==> config.mk <==
export PLATFORM = sky130hd
export DESIGN_NAME = light_dance_sequencer_flat
export DESIGN_NICKNAME = d
export VERILOG_FILES = /design/src/rtl/light_dance_sequencer_pkg.sv /design/src/rtl/light_dance_sequencer_if.sv /design/src/rtl/light_dance_sequencer_step_prescaler.sv /design/src/rtl/light_dance_sequencer.sv /design/src/flat_wrapper.sv
export SDC_FILE = /design/constraint.sdc
export NUM_CORES = 1
export LEC_CHECK = 0
export BUFFER_PORTS_ARGS = -buffer_cell sky130_fd_sc_hd__clkbuf_2
export CAP_MARGIN = 20
export CORE_MARGIN = 4
export CORE_UTILIZATION = 37
export DETAILED_ROUTE_END_ITERATION = 6
export PLACE_DENSITY_LB_ADDON = 0.3
export SLEW_MARGIN = 10
export SYNTH_ARGS = -nofsm -noshare
export SYNTH_HDL_FRONTEND = slang
export SYNTH_HIERARCHICAL = 1
export SYNTH_SLANG_ARGS = --single-unit
==> constraint.sdc <==
create_clock -name clk -period 2 [get_ports clk]
set_input_delay 0.3 -clock clk [delete_from_list [all_inputs] [get_ports clk]]
set_output_delay 0.3 -clock clk [all_outputs]
set_load 0.02 [all_outputs]
==> src/rtl/light_dance_sequencer_pkg.sv <==
// Shared types and defaults for the light-dance sequencer and its datapath link.
package light_dance_pkg;

    localparam int NUM_PAT_DEF = 4;
    localparam int DIV_W_DEF   = 16;
    localparam int SPP_W_DEF   = 4;
    localparam int PAT_W       = 8;

    typedef enum logic [2:0] {
        ST_IDLE,
        ST_LOAD,
        ST_DWELL,
        ST_ADVANCE,
        ST_FINISH
    } state_e;

endpackage

==> src/rtl/light_dance_sequencer_if.sv <==
// Link between the sequencer (master) and the 8-bit load/shift datapath (slave).
interface light_dance_sequencer_if;
    import light_dance_pkg::*;

    logic             ld_load;
    logic [PAT_W-1:0] ld_pdata;
    logic             ld_din;
    logic             ld_shift_en;
    logic [PAT_W-1:0] ld_qdata;

    modport master (
        output ld_load,
        output ld_pdata,
        output ld_din,
        output ld_shift_en,
        input  ld_qdata
    );

    modport slave (
        input  ld_load,
        input  ld_pdata,
        input  ld_din,
        input  ld_shift_en,
        output ld_qdata
    );
endinterface

==> src/rtl/light_dance_sequencer_step_prescaler.sv <==
// Step pacing counter: counts 0..period and emits a one-cycle tick on the
// terminal count. Held at zero while clr is high.
module step_prescaler #(
    parameter int DIV_W = 16
) (
    input  logic             clk,
    input  logic             arst,
    input  logic             clr,
    input  logic [DIV_W-1:0] period,
    output logic             tick
);

    logic [DIV_W-1:0] cnt_q, cnt_d;

    // Next count and tick; the counter clears on its own tick so it never passes period.
    always_comb begin
        cnt_d = cnt_q;
        tick  = 1'b0;
        if (clr) begin
            cnt_d = '0;
        end else if (cnt_q == period) begin
            tick  = 1'b1;
            cnt_d = '0;
        end else begin
            cnt_d = cnt_q + 1'b1;
        end
    end

    // Counter register.
    always_ff @(posedge clk or negedge arst) begin
        if (!arst) cnt_q <= '0;
        else       cnt_q <= cnt_d;
    end

endmodule

==> src/rtl/light_dance_sequencer.sv <==
// Sequencer for the light-dance shift register: loads table patterns, issues
// paced shift strobes, walks the table once or in a loop.
module light_dance_sequencer
    import light_dance_pkg::*;
#(
    parameter int NUM_PAT = NUM_PAT_DEF,
    parameter int DIV_W   = DIV_W_DEF,
    parameter int SPP_W   = SPP_W_DEF,
    localparam int IDX_W  = $clog2(NUM_PAT)
) (
    input  logic               clk,
    input  logic               arst,
    input  logic               cfg_we,
    input  logic [IDX_W-1:0]   cfg_addr,
    input  logic [PAT_W-1:0]   cfg_data,
    input  logic [DIV_W-1:0]   step_div,
    input  logic [SPP_W-1:0]   shifts_per_pat,
    input  logic               loop_en,
    input  logic               din_mode,
    input  logic               din_val,
    input  logic               start,
    input  logic               stop,
    light_dance_sequencer_if.master ld,
    output logic               busy,
    output logic               done,
    output logic [IDX_W-1:0]   cur_idx
);

    state_e                        state_q, state_d;
    logic [IDX_W-1:0]              idx_q, idx_d;
    logic [SPP_W-1:0]              scnt_q, scnt_d;
    logic [PAT_W-1:0]              pdata_q, pdata_d;
    logic [DIV_W-1:0]              div_q, div_d;
    logic [SPP_W-1:0]              spp_q, spp_d;
    logic                          loop_q, loop_d;
    logic                          mode_q, mode_d;
    logic [NUM_PAT-1:0][PAT_W-1:0] tbl_q;
    logic                          step_tick;
    logic                          unused_qdata;

    // Only bit 7 of the datapath is fed back (rotate mode).
    assign unused_qdata = ^ld.ld_qdata[PAT_W-2:0];

    step_prescaler #(.DIV_W(DIV_W)) u_presc (
        .clk    (clk),
        .arst   (arst),
        .clr    (state_q != ST_DWELL),
        .period (div_q),
        .tick   (step_tick)
    );

    // Pattern table: host writes land at the edge, so a same-cycle LOAD sees the old value.
    always_ff @(posedge clk or negedge arst) begin
        if (!arst)       tbl_q <= '0;
        else if (cfg_we) tbl_q[cfg_addr] <= cfg_data;
    end

    // State, index, shift count, held pattern and run snapshot registers.
    always_ff @(posedge clk or negedge arst) begin
        if (!arst) begin
            state_q <= ST_IDLE;
            idx_q   <= '0;
            scnt_q  <= '0;
            pdata_q <= '0;
            div_q   <= '0;
            spp_q   <= '0;
            loop_q  <= 1'b0;
            mode_q  <= 1'b0;
        end else begin
            state_q <= state_d;
            idx_q   <= idx_d;
            scnt_q  <= scnt_d;
            pdata_q <= pdata_d;
            div_q   <= div_d;
            spp_q   <= spp_d;
            loop_q  <= loop_d;
            mode_q  <= mode_d;
        end
    end

    // Next-state and strobe decode; stop overrides everything outside IDLE.
    always_comb begin
        state_d        = state_q;
        idx_d          = idx_q;
        scnt_d         = scnt_q;
        pdata_d        = pdata_q;
        div_d          = div_q;
        spp_d          = spp_q;
        loop_d         = loop_q;
        mode_d         = mode_q;
        ld.ld_load     = 1'b0;
        ld.ld_shift_en = 1'b0;
        ld.ld_pdata    = pdata_q;
        done           = 1'b0;

        if (stop && state_q != ST_IDLE) begin
            state_d = ST_IDLE;
        end else begin
            case (state_q)
                ST_IDLE: begin
                    if (start && !stop) begin
                        div_d   = step_div;
                        spp_d   = shifts_per_pat;
                        loop_d  = loop_en;
                        mode_d  = din_mode;
                        idx_d   = '0;
                        state_d = ST_LOAD;
                    end
                end
                ST_LOAD: begin
                    ld.ld_load  = 1'b1;
                    ld.ld_pdata = tbl_q[idx_q];
                    pdata_d     = tbl_q[idx_q];
                    scnt_d      = '0;
                    state_d     = ST_DWELL;
                end
                ST_DWELL: begin
                    // A zero shift count still dwells one full step period.
                    if (step_tick) begin
                        if (spp_q == '0) begin
                            state_d = ST_ADVANCE;
                        end else begin
                            ld.ld_shift_en = 1'b1;
                            scnt_d         = scnt_q + 1'b1;
                            if (scnt_d == spp_q) state_d = ST_ADVANCE;
                        end
                    end
                end
                ST_ADVANCE: begin
                    if (idx_q == IDX_W'(NUM_PAT - 1)) begin
                        if (loop_q) begin
                            idx_d   = '0;
                            state_d = ST_LOAD;
                        end else begin
                            state_d = ST_FINISH;
                        end
                    end else begin
                        idx_d   = idx_q + 1'b1;
                        state_d = ST_LOAD;
                    end
                end
                ST_FINISH: begin
                    done    = 1'b1;
                    state_d = ST_IDLE;
                end
                default: state_d = ST_IDLE;
            endcase
        end
    end

    assign ld.ld_din = mode_q ? ld.ld_qdata[PAT_W-1] : din_val;
    assign busy      = (state_q != ST_IDLE);
    assign cur_idx   = idx_q;

endmodule
==> src/flat_wrapper.sv <==
// flat-port wrapper written by rule: the top's interface ports become plain ports
module light_dance_sequencer_flat import light_dance_pkg::*;
#(
    parameter int NUM_PAT = NUM_PAT_DEF,
    parameter int DIV_W   = DIV_W_DEF,
    parameter int SPP_W   = SPP_W_DEF,
    localparam int IDX_W  = $clog2(NUM_PAT)
)
  (clk, arst, cfg_we, cfg_addr, cfg_data, step_div, shifts_per_pat, loop_en, din_mode, din_val, start, stop, busy, done, cur_idx, ld_ld_load, ld_ld_pdata, ld_ld_din, ld_ld_shift_en, ld_ld_qdata);
  light_dance_sequencer_if ld_i ();
  input  logic clk;
  input  logic arst;
  input  logic cfg_we;
  input  logic [IDX_W-1:0] cfg_addr;
  input  logic [PAT_W-1:0] cfg_data;
  input  logic [DIV_W-1:0] step_div;
  input  logic [SPP_W-1:0] shifts_per_pat;
  input  logic loop_en;
  input  logic din_mode;
  input  logic din_val;
  input  logic start;
  input  logic stop;
  output logic busy;
  output logic done;
  output logic [IDX_W-1:0] cur_idx;
  output wire logic [$bits(ld_i.ld_load)-1:0] ld_ld_load;
  output wire logic [$bits(ld_i.ld_pdata)-1:0] ld_ld_pdata;
  output wire logic [$bits(ld_i.ld_din)-1:0] ld_ld_din;
  output wire logic [$bits(ld_i.ld_shift_en)-1:0] ld_ld_shift_en;
  input wire logic [$bits(ld_i.ld_qdata)-1:0] ld_ld_qdata;
  assign ld_ld_load = ld_i.ld_load;
  assign ld_ld_pdata = ld_i.ld_pdata;
  assign ld_ld_din = ld_i.ld_din;
  assign ld_ld_shift_en = ld_i.ld_shift_en;
  assign ld_i.ld_qdata = ld_ld_qdata;
  light_dance_sequencer #(.NUM_PAT(NUM_PAT), .DIV_W(DIV_W), .SPP_W(SPP_W)) u_core (.clk(clk), .arst(arst), .cfg_we(cfg_we), .cfg_addr(cfg_addr), .cfg_data(cfg_data), .step_div(step_div), .shifts_per_pat(shifts_per_pat), .loop_en(loop_en), .din_mode(din_mode), .din_val(din_val), .start(start), .stop(stop), .ld(ld_i), .busy(busy), .done(done), .cur_idx(cur_idx));
endmodule
==> results_dict.tcl <==
set metrics [dict create \
    async_flop_share_pct 100 \
    syn_inst 298 \
    dp_hpwl_um 5940 \
    grt_use_met3_pct 4.03 \
    ctsHtreeMaxLevel 3 \
    min_period_ps 2650 \
    finalSetupViolCount 14 \
    grt_pass1_vias 2914 \
    placed_cell_area_mm2 0.00481 \
    grt_usage_pct 14.4 \
    first_pass_iters 4 \
    critical_path_required_ps 1700 \
    crit_arrival_ps 2350 \
    insertion_delay_ps 350 \
    cp-endpoint "ld_ld_shift_en" \
    synth.distinct_cells 48 \
    finalHoldViolations 0 \
    layout.cells.non_filler 554 \
    violations "setup timing" \
    core_area_mm2 0.0109 \
    ios 61 \
    path_class "flip-flop to output pin" \
    endpoint_kind "output pin" \
    die_area_mm2 0.0129 \
    synth_ff_type "dfrtp_1" \
    synth_edf_count 0 \
    slew_headroom_pct 65.1 \
    grt_busiest_layer "met2" \
    grt.overflow.total 0 \
    rr_worst_depth 11 \
    grt_antenna_before_repair 0 \
    slew_violations 0 \
    final_core_util_pct 49.4 \
    num_vias 2779 \
    syn-cell-area_mm2 0.00413 \
    cts.sinks 87 \
    start_util_pct 37.9 \
    clk_pin_slew_ps 80 \
    drt_iter0_drc 51 \
    drv_cap 0 \
    postRouteAntennaNets 0 \
    yosysWarningCount 6 \
    powerDensity_mw_per_mm2 901 \
    syn_nets 347 \
    fin_ws_ps -652 \
    leakage_uw 0.00249 \
    min_period_over_period_pct 133 \
    synth_area_leader_cell "dfrtp_1" \
    drcViolationCount 0 \
    cts_tree "done" \
    area_growth_pct 30.5 \
    ys_ff_latch 87 \
    synth.avg_cell_area_um2 13.8 \
    status "complete, but fails checks" \
    met2_usage_pct 23.6 \
    clk_path_buf_depth 2 \
    num_antenna_cells 0 \
    fin_nets 458 \
    die_height_um 114 \
    startpoint "u_core/div_q[12]" \
    rrSetupSlack_ps -640 \
    gp_congestion 0.833 \
    wl_um 8740 \
    rsz0062_at_grt "yes" \
    grt_max_degree 36 \
    fillers 946 \
    cp-start-kind "flip-flop" \
    layout-drive-gt1-share_pct 50.5 \
    cts_root_buffer "clkbuf_8" \
    cts_buffers 9 \
    synthTopCellsByArea "dfrtp_1 53%, mux2_2 11%, mux2_4 7.3%" \
    holdWs_ps 155 \
    hold_path_class "primary input to flip-flop" \
    final_cell_area_mm2 0.00538 \
    vdd_ir_drop_max_mv 0.590 \
    grt_pass1_wl_um 14700 \
    dp.cells 520 \
    reg2reg_from "u_core/div_q[12]" \
    cp_max_fo 2 \
    grt_util_met1_pct 18.3 \
    synth_seq_area_share_pct 52.8 \
    tightest_slew_ps 522 \
    synth_top_area_share_pct 52.8 \
    numPortBuffers 53 \
    clock_skew_ps 5.01 \
    die_x_um 114 \
    drt-vias-per-instance 5.02 \
    rows 38 \
    r2r-end "u_core/scnt_q[0]" \
    timing.fmax_mhz 377 \
    wl_per_cell_um 15.8 \
]
[cell usage after synthesis (2+ instances only)]
| cell | instances |
|---|---|
| a21oi_1 | 7 |
| a22o_1 | 2 |
| and4_1 | 2 |
| buf_12 | 2 |
| buf_4 | 2 |
| clkbuf_1 | 2 |
| dfrtp_1 | 87 |
| ha_1 | 3 |
| inv_1 | 3 |
| mux2_1 | 2 |
| mux2_2 | 42 |
| mux2_4 | 20 |
| mux4_2 | 8 |
| nand2_1 | 5 |
| nand2b_1 | 3 |
| nand3_1 | 8 |
| nand3b_1 | 3 |
| nand4_1 | 3 |
| nand4_2 | 2 |
| nor2_1 | 18 |
| nor3_1 | 5 |
| nor4_1 | 7 |
| o2bb2ai_1 | 2 |
| or2_1 | 3 |
| or3_1 | 2 |
| xnor2_1 | 8 |
| xor2_1 | 26 |
[report_power, final]
part | switching, µW | leakage (µW) | internal (µW)
Combinational | 528 | 0.00132 | 846
Clock | 592 | 0.0000936 | 611
Sequential | 187 | 0.00108 | 2080
Total | 1310 | 0.00249 | 3540
[worst max-delay path, cell delays in order, from the launching register on]
cell     delay [ps]
dfrtp_1         400
xor2_1          170
nor4_2          360
buf_4           180
nand4_1          90
nor2_2          130
or3b_4          410
nor2_4          140
buf_8           120
[kinds of logic (layout without fill, tap and decap cells)]
group                      count (synthesis)  in the layout  share of synthesized area, %
AOI/OAI and AO/OA                         19             19                          3.22
xor gates and xnor gates                  34             34                          7.22
adders and majority gates                  3              3                         0.910
buffers and inverters                     12            128                          2.27
DFF                                       87             87                          52.8
muxes                                     72             72                          23.7
and+or+nand+nor                           71             71                          9.95
[layer usage]
metal | part of all wire [%] | routed length, µm
met1 | 44 | 3840
met2 | 50 | 4350
met3 | 4.4 | 381
met4 | 2.0 | 178
met5 | 0 | 0
[what timing repair did]
action                                  in CTS  in global routing
setup buffers                               15                  5
pin swaps                                    6                 10
hold buffers                                 1                  0
cloned                                       0                  1
endpoints found under the setup margin      13                 15
gates resized for setup                     32                 30
endpoints found under the hold margin       24                  0
[cell type report]
class | instances | area [µm²] | area share [%]
flip-flops and latches | 87 | 2180 | 40.5
multi-input cells | 199 | 1940 | 36.1
repair buffers | 109 | 881 | 16.4
well taps | 140 | 175 | 3.26
clock buffers | 13 | 149 | 2.77
clock inverters | 3 | 42.5 | 0.791
inverters | 3 | 11.3 | 0.209
[cells in the final DEF (no fill, tap or decap), types with 10 or more instances in the layout]
cell | netlist | routed
clkbuf_8 | 0 | 10
buf_6 | 1 | 12
mux2_4 | 20 | 29
xor2_1 | 26 | 26
nor2_1 | 18 | 16
clkbuf_2 | 0 | 42
dfrtp_1 | 87 | 85
buf_4 | 2 | 42
mux2_2 | 42 | 33
[state kept, by name, indices dropped and copies added, names as in the netlist]
signal                cells
u_core/mode_q             1
u_core/spp_q              4
u_core/state_q            3
u_core/pdata_q            8
u_core/u_presc/cnt_q     16
u_core/loop_q             1
u_core/cur_idx            2
u_core/div_q             16
u_core/tbl_q             32
u_core/scnt_q             4
[worst min path at each step]
stage / startpoint / end / slack, ps / cells after the start
floorplan: arst / u_core/cur_idx[0] / 4 / 0
global placement: arst / u_core/spp_q[2] / 240 / 1
detailed placement: arst / u_core/div_q[6] / 250 / 1
CTS: shifts_per_pat[0] / u_core/spp_q[0] / 140 / 2
global route: shifts_per_pat[1] / u_core/spp_q[1] / 140 / 2
finish: shifts_per_pat[0] / u_core/spp_q[0] / 160 / 2
[metrics by stage]
stage               TNS (ps)  power, µW  setup slack (ps)
floorplan               -196       3010              -101
global placement       -1870       3360              -419
detailed placement     -1840       3400              -410
CTS                    -4430       4770              -651
global route           -5580       5120              -791
finish                 -4340       4850              -652
Power figures use the tool's default switching activity.
